===== src/rtl/temp_pkg.sv =====
// rtl/temp_pkg.sv - shared sizes and scan state encoding for the sensor scanner
package temp_pkg;
    localparam int NUM_SENSORS = 5;
    localparam int SENSOR_W    = 8;
    localparam int FRAME_W     = 40;
    localparam int SEL_W       = 3;

    typedef enum logic [1:0] {
        IDLE,
        POLL,
        GAP,
        DONE
    } scan_state_t;
endpackage


===== src/rtl/scan_timer.sv =====
// rtl/scan_timer.sv - saturating per-sensor POLL cycle counter with timeout flag
module scan_timer #(
    parameter int TIMEOUT_CYC = 16
) (
    input  logic clk_i,
    input  logic rst_i,
    input  logic clear,
    input  logic enable,
    output logic expired
);
    localparam int CW = $clog2(TIMEOUT_CYC + 1);

    logic [CW-1:0] count;

    always_ff @(posedge clk_i) begin
        if (rst_i || clear) begin
            count <= '0;
        end else if (enable && count != CW'(TIMEOUT_CYC)) begin
            count <= count + 1'b1;
        end
    end

    // count holds completed POLL cycles, so the current cycle is the last one allowed
    assign expired = enable && (count == CW'(TIMEOUT_CYC - 1));
endmodule


===== src/rtl/sensor_scanner.sv =====
// rtl/sensor_scanner.sv - polls five temperature sensors into a frame; RANGE_CHECK_EN rejects hot readings
module sensor_scanner
    import temp_pkg::*;
#(
    parameter int TIMEOUT_CYC = 16
`ifdef RANGE_CHECK_EN
    ,
    parameter int MAX_TEMP_C  = 125
`endif
) (
    input  logic                   clk_i,
    input  logic                   rst_i,
    input  logic                   start_i,
    output logic [SEL_W-1:0]       sens_sel_o,
    output logic                   sens_req_o,
    input  logic                   sens_ack_i,
    input  logic [SENSOR_W-1:0]    sens_data_i,
    output logic [FRAME_W-1:0]     sensors_data_o,
    output logic [NUM_SENSORS-1:0] sensors_en_o,
    output logic                   frame_valid_o,
    output logic                   busy_o
);
    scan_state_t state, state_nxt;
    logic [FRAME_W-1:0]     shadow_data;
    logic [NUM_SENSORS-1:0] shadow_en;
    logic                   expired;
    logic                   accept;
    logic                   last_sensor;

`ifdef RANGE_CHECK_EN
    assign accept = (sens_data_i <= SENSOR_W'(MAX_TEMP_C));
`else
    assign accept = 1'b1;
`endif

    assign last_sensor = (sens_sel_o == SEL_W'(NUM_SENSORS - 1));

    scan_timer #(
        .TIMEOUT_CYC(TIMEOUT_CYC)
    ) u_timer (
        .clk_i  (clk_i),
        .rst_i  (rst_i),
        .clear  (state != POLL),
        .enable (state == POLL),
        .expired(expired)
    );

    always_ff @(posedge clk_i) begin
        if (rst_i) begin
            state <= IDLE;
        end else begin
            state <= state_nxt;
        end
    end

    always_comb begin
        state_nxt = state;
        case (state)
            IDLE: if (start_i) state_nxt = POLL;
            POLL: if (sens_ack_i || expired) state_nxt = GAP;
            GAP:  state_nxt = last_sensor ? DONE : POLL;
            DONE: state_nxt = IDLE;
            default: state_nxt = IDLE;
        endcase
    end

    assign sens_req_o    = (state == POLL);
    assign busy_o        = (state != IDLE);
    assign frame_valid_o = (state == DONE);

    // Published outputs load on the GAP->DONE edge so DONE already shows the new frame
    always_ff @(posedge clk_i) begin
        if (rst_i) begin
            sens_sel_o     <= '0;
            shadow_data    <= '0;
            shadow_en      <= '0;
            sensors_data_o <= '0;
            sensors_en_o   <= '0;
        end else begin
            case (state)
                IDLE: if (start_i) sens_sel_o <= '0;
                POLL: begin
                    if (sens_ack_i) begin
                        shadow_data[sens_sel_o*SENSOR_W +: SENSOR_W] <= accept ? sens_data_i : '0;
                        shadow_en[sens_sel_o] <= accept;
                    end else if (expired) begin
                        shadow_data[sens_sel_o*SENSOR_W +: SENSOR_W] <= '0;
                        shadow_en[sens_sel_o] <= 1'b0;
                    end
                end
                GAP: begin
                    if (last_sensor) begin
                        sensors_data_o <= shadow_data;
                        sensors_en_o   <= shadow_en;
                    end else begin
                        sens_sel_o <= sens_sel_o + 1'b1;
                    end
                end
                default: ;
            endcase
        end
    end
endmodule

===== config.mk =====
export PLATFORM = sky130hd
export DESIGN_NAME = sensor_scanner
export DESIGN_NICKNAME = d
export VERILOG_FILES = /design/src/rtl/temp_pkg.sv /design/src/rtl/scan_timer.sv /design/src/rtl/sensor_scanner.sv
export SDC_FILE = /design/constraint.sdc
export NUM_CORES = 1
export LEC_CHECK = 0
export ABC_AREA = 0
export CAP_MARGIN = 20
export CORE_ASPECT_RATIO = 1.1
export CORE_UTILIZATION = 57
export DETAILED_ROUTE_END_ITERATION = 10
export PLACE_DENSITY = 0.94
export SLEW_MARGIN = 15
export SYNTH_ARGS = -nofsm -noshare
export SYNTH_HDL_FRONTEND = slang
export SYNTH_SLANG_ARGS = --single-unit

===== constraint.sdc =====
create_clock -name clk_i -period 6.9 [get_ports clk_i]
set_input_delay 1.38 -clock clk_i [delete_from_list [all_inputs] [get_ports clk_i]]
set_output_delay 1.38 -clock clk_i [all_outputs]
set_load 0.03 [all_outputs]

Yosys cells after proc, flatten, opt, wreduce, memory -nomap -nowiden
Cells that the tools add are included.
{"block": "op_classes", "reduce_logical": 13, "n_shift": 3, "magnitude_cmp": 2, "mux": 15, "add_sub_neg": 3, "n_eq_ne": 10, "n_bitwise": 3}
{"operator": "bitwise mux 40 bit", "n": 2}
{"operator": "two-way mux 40 bit", "n": 2}
{"operator": "variable shift 8 x 34 -> 40 bit (first input constant)", "n": 1}
{"operator": "indexed part select 8 x 34 -> 40 bit", "n": 1}
{"operator": "indexed part select 8 x 34 -> 40 bit (first input constant)", "n": 1}
{"operator": "negation 6 -> 34 bit", "n": 1}
{"operator": "two-way mux 5 bit", "n": 2}
{"operator": "case mux 2 bit (4 select lines)", "n": 1}
{"operator": "two-way mux 2 bit", "n": 3}
{"operator": "two-way mux 3 bit", "n": 2}
{"operator": "inequality test 2 bit (second input constant)", "n": 3}
{"operator": "case mux 3 bit (2 select lines)", "n": 1}
{"operator": "AND reduction 2 bit", "n": 3}
{"operator": "nonzero test 2 bit", "n": 3}
{"operator": "adder 5 x 1 -> 5 bit (second input constant)", "n": 1}
{"operator": "bitwise AND 5 bit", "n": 1}
{"operator": "== test 5 x 4 -> 1 bit (second input constant)", "n": 1}
{"operator": "inequality test 5 bit (second input constant)", "n": 1}
{"operator": "inverter 5 bit", "n": 1}
{"operator": "OR 5 bit", "n": 1}
{"operator": "== test 2 bit (second input constant)", "n": 2}
{"operator": "less-than comparator 3 x 4 -> 1 bit (second input constant)", "n": 1}
{"operator": "adder 3 x 1 -> 3 bit (second input constant)", "n": 1}
{"operator": "demux 1 bit (select 3 bit)", "n": 1}
{"operator": "9 further kinds", "n": 12}
{"block": "totals", "input_bits": 12, "output_inout_bits": 51, "regBits": 100, "word_cells": 56}

Longest topological paths before layout
Gate-level depths: netlist of run 1.
{"block": "depth", "word_depth": 8, "depth_mapped": 10, "mapped_depth_nobuf": 7}

Cells and area by module
Synthesis of run 1 repeated with hierarchy kept, for this count alone.
{"block": "hier_totals", "cells_unflattened": 479, "hier_area_um2": 4147.7}
{"mod": "sensor_scanner", "instances": 1, "area_each_um2": 3861.2, "cells_each": 448}
{"mod": "scan_timer", "instances": 1, "area_each_um2": 286.5, "cells_each": 31}

Worst setup path before layout of run 1
No wires, ideal clock.
{"block": "synth_path", "path_kind": "input -> register", "startpoint": "input sens_ack_i", "endpoint": "register shadow_data[38]", "path_slack_ns": 4.129, "path_stages": 7, "arrival_time_ns": 2.639, "path_buffers": 3, "setup_time_ns": 0.132, "required_ns": 6.768, "cell_sequence": "buf_2 > nor2_2 > or4_1 > buf_2 > buf_6 > o31ai_4 > a21oi_1"}
{"block": "synth_via", "elab_chain_len": 2}
{"element": "start, declared", "line": "sensor_scanner.sv:16", "source": "input logic sens_ack_i,"}
{"element": "nonzero test 2 bit (no line)"}
{"element": "AND reduction 2 bit (no line)"}
{"element": "end signal, assigned by index", "line": "sensor_scanner.sv:84", "source": "shadow_data[sens_sel_o*SENSOR_W +: SENSOR_W] <= accept ? sens_data_i : '0;"}
{"element": "end, declared", "line": "sensor_scanner.sv:24", "source": "logic [FRAME_W-1:0] shadow_data;"}
Parallel ways exist; a longest one is shown, timed or not.
A chain may end at the register's enable or synchronous reset.

Final worst setup path of run 1
{"block": "layout_path", "startpoint": "register sens_sel_o[0]", "endpoint": "output sens_sel_o[0]"}
{"element": "start, declared", "line": "sensor_scanner.sv:14", "source": "output logic [SEL_W-1:0] sens_sel_o,"}
{"element": "start signal, assigned", "line": "sensor_scanner.sv:96", "source": "sens_sel_o <= sens_sel_o + 1'b1;"}
No word-level cell between the ends.

==> summary.md, run 1 <==
| Metric | Value |
|---|---|
| Top cells by instance count after synthesis | 105 x nand2_1, 100 x dfxtp_1, 74 x a21oi_1 |
| Post_cts resized | 0 |
| Design Area, Final | 4890 µm² |
| Final ANT Viol Nets | 0 |
| Drt first pass iters | 5 |
| Max VDD drop | 0.121 mV |
| WP data required | 5.52 ns |
| N_diodes | 0 |
| FFs w/ async S/R, synth | 0% |
| Leakage | ~1.6 nW |
| Setup Viol. Count Final | 0 |
| Die Span Y | slightly above 90 µm |
| Skew-Pair Late Insertion Delay | between 0.3 and 0.4 ns |
| CTS root buf | clkbuf_8 |
| Worst min path class | reg -> reg |
| Post-detail-place hpwl | 6030 µm |
| Util after Layout | 72.5% |
| Avg Cell Area, Syn | 8.35 µm² |
| Largest net degree at the start of global routing | 92 |
| Final Skew | 0.0128 ns |
| Register area share after synthesis | 49.3% |
| Maximum clock path buffer count | 2 |
| Io pins | 63 |
| Cell variety after synth | 44 |
| Wirelength, routed | 9250 µm |
| First-pass GRT wire length | 15300 µm |
| Vias/cell | about 5.8 |
| Crit path cell chain | clkdlybuf4s50_1 |
| R2r endpoint | shadow_data[19] |
| Top cells by area, synth | dfxtp_1 49%, nand2_1 9.7%, a21oi_1 9.1%, nand3_1 2.8%, nor2_1 2.8% |
| CP endpoint kind | output pin |
| Critical path class | reg -> out |
| Final net count | 548 |
| Gate Count Post-Synth | 486 |
| Final Hold Viols | 0 |
| Worst Path Arrival | 2.05 ns |
| CTS tree | yes |
| Synth top area share | 49.3% |
| Residual DRC | 0 |
| WHS Endpoint | sensors_data_o[28] |
| Hold slack | around 0.45 ns |
| Core box area | 6750 µm² |
| Syn nets | a little over 500 |
| Status | finished clean |
| Hold Buf Count CTS | 0 |
| Post-CTS setup buffers | 0 |
| Initial core utilization | 60.1% |
| Reg2reg start | sens_sel_o[0] |
| YS warnings | 0 |
| WL per Instance | around 15 µm |
| Worst-Margin Slew | 1.07 ns |
| Num CTS Buffers | 9 |
| Fraction of layout cells with a size suffix above 1 | around 5.6% |
| CP top delay family | flip-flops |
| Post-DP Area | 4650 µm² |
| Setup TNS | 0 ns |
| Hold depth | 2 |
| Initial antenna violation count | 0 |
| Initial DRC Count | between 300 and 400 |
| Cell area after synthesis | 4060 µm² |
| Primary FF master, synth | dfxtp_1 |
| Tmin final | 3.43 ns |
| EDFF count, synth | 0 |
| Fin crit share | 49.8% |
| Worst reg2reg path depth | 7 |
| Crit-path max cell delay | 0.86 ns |
| Final slew viol count | 0 |
| CP max stage cell | dfxtp_1 |
| Synth Register Bits | 100 |
| GRT Total Usage | 26.9% |
| Max Clk Rate | approximately 0.29 GHz |
| Via Count | between 3000 and 4000 |
| Vias in the first global route | 3318 |
| H-tree Lvls | 3 |
| # port buffers | 62 |
| Die ar. | 7460 µm² |
| R2R Setup Slk | 3.50 ns |
| Count leader, synth | nand2_1 |
| GR Overflow Total | 0 |
| Worst-path clk slew | 0.10 ns |
| Slew headroom | 28.0% |
| Hold Path Origin | shadow_data[28] |
| Critical-path maximum fanout | 22 |
| Pwr/cell area | 220 nW/µm² |
| CP startpoint kind | register |
| Max capacitance violation total | 0 |
| Die Wd | 82.5 µm |
| Yosys top cell by area | dfxtp_1 |
| RSZ-0062 raised after global routing | false |
| Gp weighted congestion | 0.825 |
| Row count | 31 |
| Clock Sinks | 100 |
| P&R area growth vs syn | 20.5% |
| Buffers & Inverters on Critical Path | 1 |
worst max path at each step:
stage,startpoint,endpoint,slack (ns),cells past startpoint
finish,sens_sel_o[0],sens_sel_o[0],3.47,1
global route,sens_sel_o[0],shadow_data[19],3.28,7
CTS,sens_sel_o[0],sens_sel_o[0],3.45,1
detailed placement,sens_ack_i,shadow_data[35],3.23,5
global placement,sens_ack_i,shadow_data[37],3.36,5
floorplan,sens_ack_i,shadow_data[38],4.13,7
state kept, by name, indices dropped and copies added (netlist names), named ones only:
name            cells
u_timer.count       5
sensors_en_o        5
state               2
sensors_data_o     40
shadow_data        40
sens_sel_o          3
routing by layer:
metal  part of all wire (%)  global-route usage [%]
met5                      0                       0
met4                    4.6                    17.0
met3                    5.2                    6.87
met2                     49                    41.6
met1                     42                    32.6
kinds of logic after synthesis:
family	count (synthesis)	synth area share, %
AO/OA/AOI/OAI	111	16.1
flip-flops	100	49.3
buffers and inverters	50	5.09
multiplexers	8	2.03
AND/OR/NAND/NOR	207	24.6
adder cells (fa/ha/maj)	8	2.47
XOR/XNOR	2	0.432
final cells by class:
| class | instances | area, µm² |
|---|---|---|
| flip-flops and latches | 100 | 2000 |
| fillers | 493 | 1860 |
| multi-input cells | 336 | 1850 |
| repair buffers | 65 | 638 |
| clock buffers | 11 | 131 |
| clock inverters | 5 | 108 |
| well taps | 82 | 103 |
| inverters | 16 | 60.1 |
cell usage in the layout, fill, tap and decap left out, types with 3 or more instances in the layout:
master             n
nand2_1          105
dfxtp_1          100
a21oi_1           74
clkdlybuf4s50_1   61
nor2_1            30
nand3_1           23
inv_1             15
nand2b_1          15
o21ai_0           15
nand4_1           13
a22o_1             9
clkbuf_8           9
ha_1               8
mux2i_1            6
o31ai_1            6
bufinv_16          3
buf_4              3
per-stage QoR:
step	cells	power, W	setup WS [ns]
floorplan	486	0.000626	4.13
CTS	615	0.00108	3.45
global placement	599	0.000642	3.36
detailed placement	599	0.000643	3.23
finish	615	0.00108	3.47
global route	615	0.00111	3.28
report_power, final:
group	internal, W	total, W	leakage [nW]	switching, W
clock network	0.000243	0.000445	0.118	0.000202
registers	0.000579	0.000583	0.806	0.00000381
logic	0.0000168	0.0000480	0.708	0.0000312
Power figures use the tool's default switching activity.
==> inputs of run 2 (changes only) <==
--- a/config.mk
+++ b/config.mk
@@ -8,9 +8,9 @@
 export ABC_AREA = 0
 export CAP_MARGIN = 20
 export CORE_ASPECT_RATIO = 1.1
-export CORE_UTILIZATION = 57
+export CORE_UTILIZATION = 48
 export DETAILED_ROUTE_END_ITERATION = 10
-export PLACE_DENSITY = 0.94
+export PLACE_DENSITY = 0.85
 export SLEW_MARGIN = 15
 export SYNTH_ARGS = -nofsm -noshare
 export SYNTH_HDL_FRONTEND = slang
==> constraint.sdc (replaced) <==
create_clock -name clk_i -period 2.8 [get_ports clk_i]
set_input_delay 0.56 -clock clk_i [delete_from_list [all_inputs] [get_ports clk_i]]
set_output_delay 0.56 -clock clk_i [all_outputs]
set_load 0.03 [all_outputs]
==> run 2 against run 1 <==
  * Cell count increased by 6.2%
  * Sequential power increased by 150%
  * Worst hold slack barely moved
  * Sequential share of layout area fell by 0.66 points
  * Clock skew down 0.0011 ns
  * Clock power grew 98%
  * Design area up 1.6%
  * Critical path depth is 6 higher
  * Register-to-register slack worse by 3.3 ns
  * Die area grew 18%
  * Combinational power rose to 2.6 times the previous value
==> summary.md, run 2 (synthesis gave the netlist of run 1 again) <==
| Metric | Value |
|---|---|
| GRT Total Usage | 21.6% (-5.4 points) |
| Hold depth | 2 (unchanged) |
| Skew-Pair Late Insertion Delay | 0.36 ns (-0.02 ns) |
| Worst-path clk slew | 0.10 ns (about the same) |
| Internal Power | 0.00184 W (+120%) |
| Cell mode on critical path | ha_1 |
| Worst min path class | reg -> reg |
| Residual DRC | 0 (unchanged) |
| RSZ-0062 raised after global routing | false |
| CTS tree | yes |
| Hold Buf Count CTS | 0 (unchanged) |
| Largest net degree at the start of global routing | 46 (-50%) |
| Placed Cells | 637 (+6.3%) |
| Sw Pwr | 0.000605 W (+160%) |
| Max capacitance violation total | 0 (unchanged) |
| CP endpoint kind | register |
| Commonest non-fill, non-tap cell in the layout | nand2_1 |
| GR Overflow Total | 0 (unchanged) |
| Fraction of layout cells with a size suffix above 1 | 8.07% (+2.4 points) |
| Die Span Y | 98.4 µm (+8.8%) |
| Pre-CTS WS | 0.149 ns (-3.08 ns) |
| Drt first pass iters | 4 (-1) |
| Status | finished clean |
| Setup TNS | 0 ns (unchanged) |
| H-tree Lvls | 3 (unchanged) |
| Critical-path maximum fanout | 16 (-27%) |
| Leakage | 1.67 nW (+2.5%) |
| Setup Viol. Count Final | 0 (unchanged) |
| Core box area | 8040 µm² (+19%) |
| Final ANT Viol Nets | 0 (unchanged) |
| CP startpoint kind | register |
| Initial antenna violation count | 0 (unchanged) |
| WL per Instance | 13.8 µm (-8.0%) |
| Max VDD drop | 0.408 mV (+240%) |
| Worst-Margin Slew | 0.666 ns (-0.406 ns) |
| Commonest non-fill, non-tap cells in the layout | 105 x nand2_1, 100 x dfxtp_1, 74 x a21oi_1, 61 x clkdlybuf4s50_1, 30 x nor2_1 |
| Post-CTS setup buffers | 0 (unchanged) |
| N_diodes | 0 (unchanged) |
| Worst reg2reg path depth | 7 (unchanged) |
| Die Wd | 89.7 µm (+8.7%) |
| Die ar. | 8830 µm² (+18%) |
| Total power | 0.00244 W (+130%) |
| Wirelength, routed | 9040 µm (-2.3%) |
| WP data required | 3.05 ns (-2.47 ns) |
| Max Clk Rate | 0.390 GHz |
| Post_cts resized | 0 (unchanged) |
| Io pins | 63 (unchanged) |
| Final net count | 560 (+2.2%) |
| Vias/cell | 5.36 (-7.5%) |
| Largest regs | sensors_data_o x40, shadow_data x40 |
| Vias in the first global route | 3226 (-2.8%) |
| Crit path cell chain | inv_1 > ha_1 > ha_1 > nand2b_1 > or4_1 > o31ai_1 > a21oi_1 |
| Via Count | 3502 (-1.8%) |
| Final Hold Viols | 0 (unchanged) |
| Final slew viol count | 0 (unchanged) |
| Final std cells w/o fill | 653 (+6.2%) |
| Switching part of the total power | 24.8% (+2.8 points) |
| Slew headroom | 55.6% (+28 points) |
| Maximum clock path buffer count | 2 (unchanged) |
| Num CTS Buffers | 9 (unchanged) |
| Initial DRC Count | 227 (-37%) |
| P&R area growth vs syn | 22.5% |
| Pwr/cell area | 491 nW/µm² (+120%) |
| Final worst setup slack | 0.239 ns (-3.23 ns) |
| Initial core utilization | 50.5% (-9.7 points) |
| Worst Path Arrival | 2.81 ns (+0.76 ns) |
| Fin crit share | 91.5% |
| Crit-path max cell delay | 0.84 ns (-0.02 ns) |
| Critical path class | reg -> reg |
| Gp weighted congestion | 0.843 (+2.1%) |
| Row count | 34 (+9.7%) |
| Clk pwr share | 36.1% (-5.3 points) |
| CP max stage cell | or4_1 |
| CTS root buf | clkbuf_8 |
| Final Skew | 0.0117 ns (-0.00106 ns) |
| First-pass GRT wire length | 15000 µm (-2.2%) |
| Flop pwr share | 58.8% (+4.6 points) |
| Post-detail-place hpwl | 6310 µm (+4.6%) |
| # port buffers | 62 (unchanged) |
| Tmin final | 2.56 ns |
| Clock Sinks | 100 (unchanged) |
| Power share of the combinational group | 5.1% (+0.6 points) |
-- run 2: cell count changes in the layout (fill, tap and decap cells not counted), sizes merged --
cell	previous run	this run
buf	4	16
bufinv	3	0
clkbuf	11	10
clkinv	2	5
clkinvlp	0	1
-- run 2: per-stage QoR --
stage / hold WS (ns) / utilization (%) / cell area [µm²]
6_report: 0.452 / 61.8 / 4970
5_1_grt: 0.480 / 61.8 / 4970
4_1_cts: 0.454 / 61.8 / 4970
3_5_place_dp: 0.446 / 59.4 / 4780
3_3_place_gp: 0.442 / 59.4 / 4780
2_1_floorplan: 0.428 / - / 4060
-- run 2: final timing paths --
path                                      start                 end  slack (ns)
worst max-delay path              sens_sel_o[0]     shadow_data[32]        0.24
worst min-delay path            shadow_data[26]  sensors_data_o[26]        0.45
worst max register to register    sens_sel_o[0]     shadow_data[32]        0.24
worst min register to register  shadow_data[26]  sensors_data_o[26]        0.45
-- run 2: area by class of cell --
class,instances,area (µm²)
Fill cell,680,3070
Sequential cell,100,2000
Multi-Input combinational cell,336,1850
Timing Repair Buffer,77,728
Clock buffer,10,138
Tap cell,108,135
Inverter,16,60.1
Clock inverter,6,58.8
-- run 2: worst max-delay path, delay by kind of cell (launching register included) --
family | cells | cell delay [ns]
AO/OA/AOI/OAI | 2 | 0.47
flip-flops | 1 | 0.34
adder cells (fa/ha/maj) | 2 | 0.56
AND/OR/NAND/NOR | 2 | 1.01
buffers and inverters | 1 | 0.06
-- run 2: routing by layer --
metal	track usage, %	share of wire (%)	vias to the layer above
li1	-	-	1753
met4	6.96	0.95	0
met5	0	0	-
met1	28.2	45	1651
met3	4.77	4.6	9
met2	35.1	50	89
-- run 2: power by group through the flow --
| stage | Sequential [W] | Combinational (W) | Clock [W] |
|---|---|---|---|
| 4_1_cts | 0.00143 | 0.000124 | 0.000896 |
| 3_3_place_gp | 0.00147 | 0.000121 | 0 |
| 3_5_place_dp | 0.00147 | 0.000123 | 0 |
| 5_1_grt | 0.00144 | 0.000135 | 0.000957 |
| 2_1_floorplan | 0.00147 | 0.0000757 | 0 |
| 6_report | 0.00143 | 0.000125 | 0.000881 |
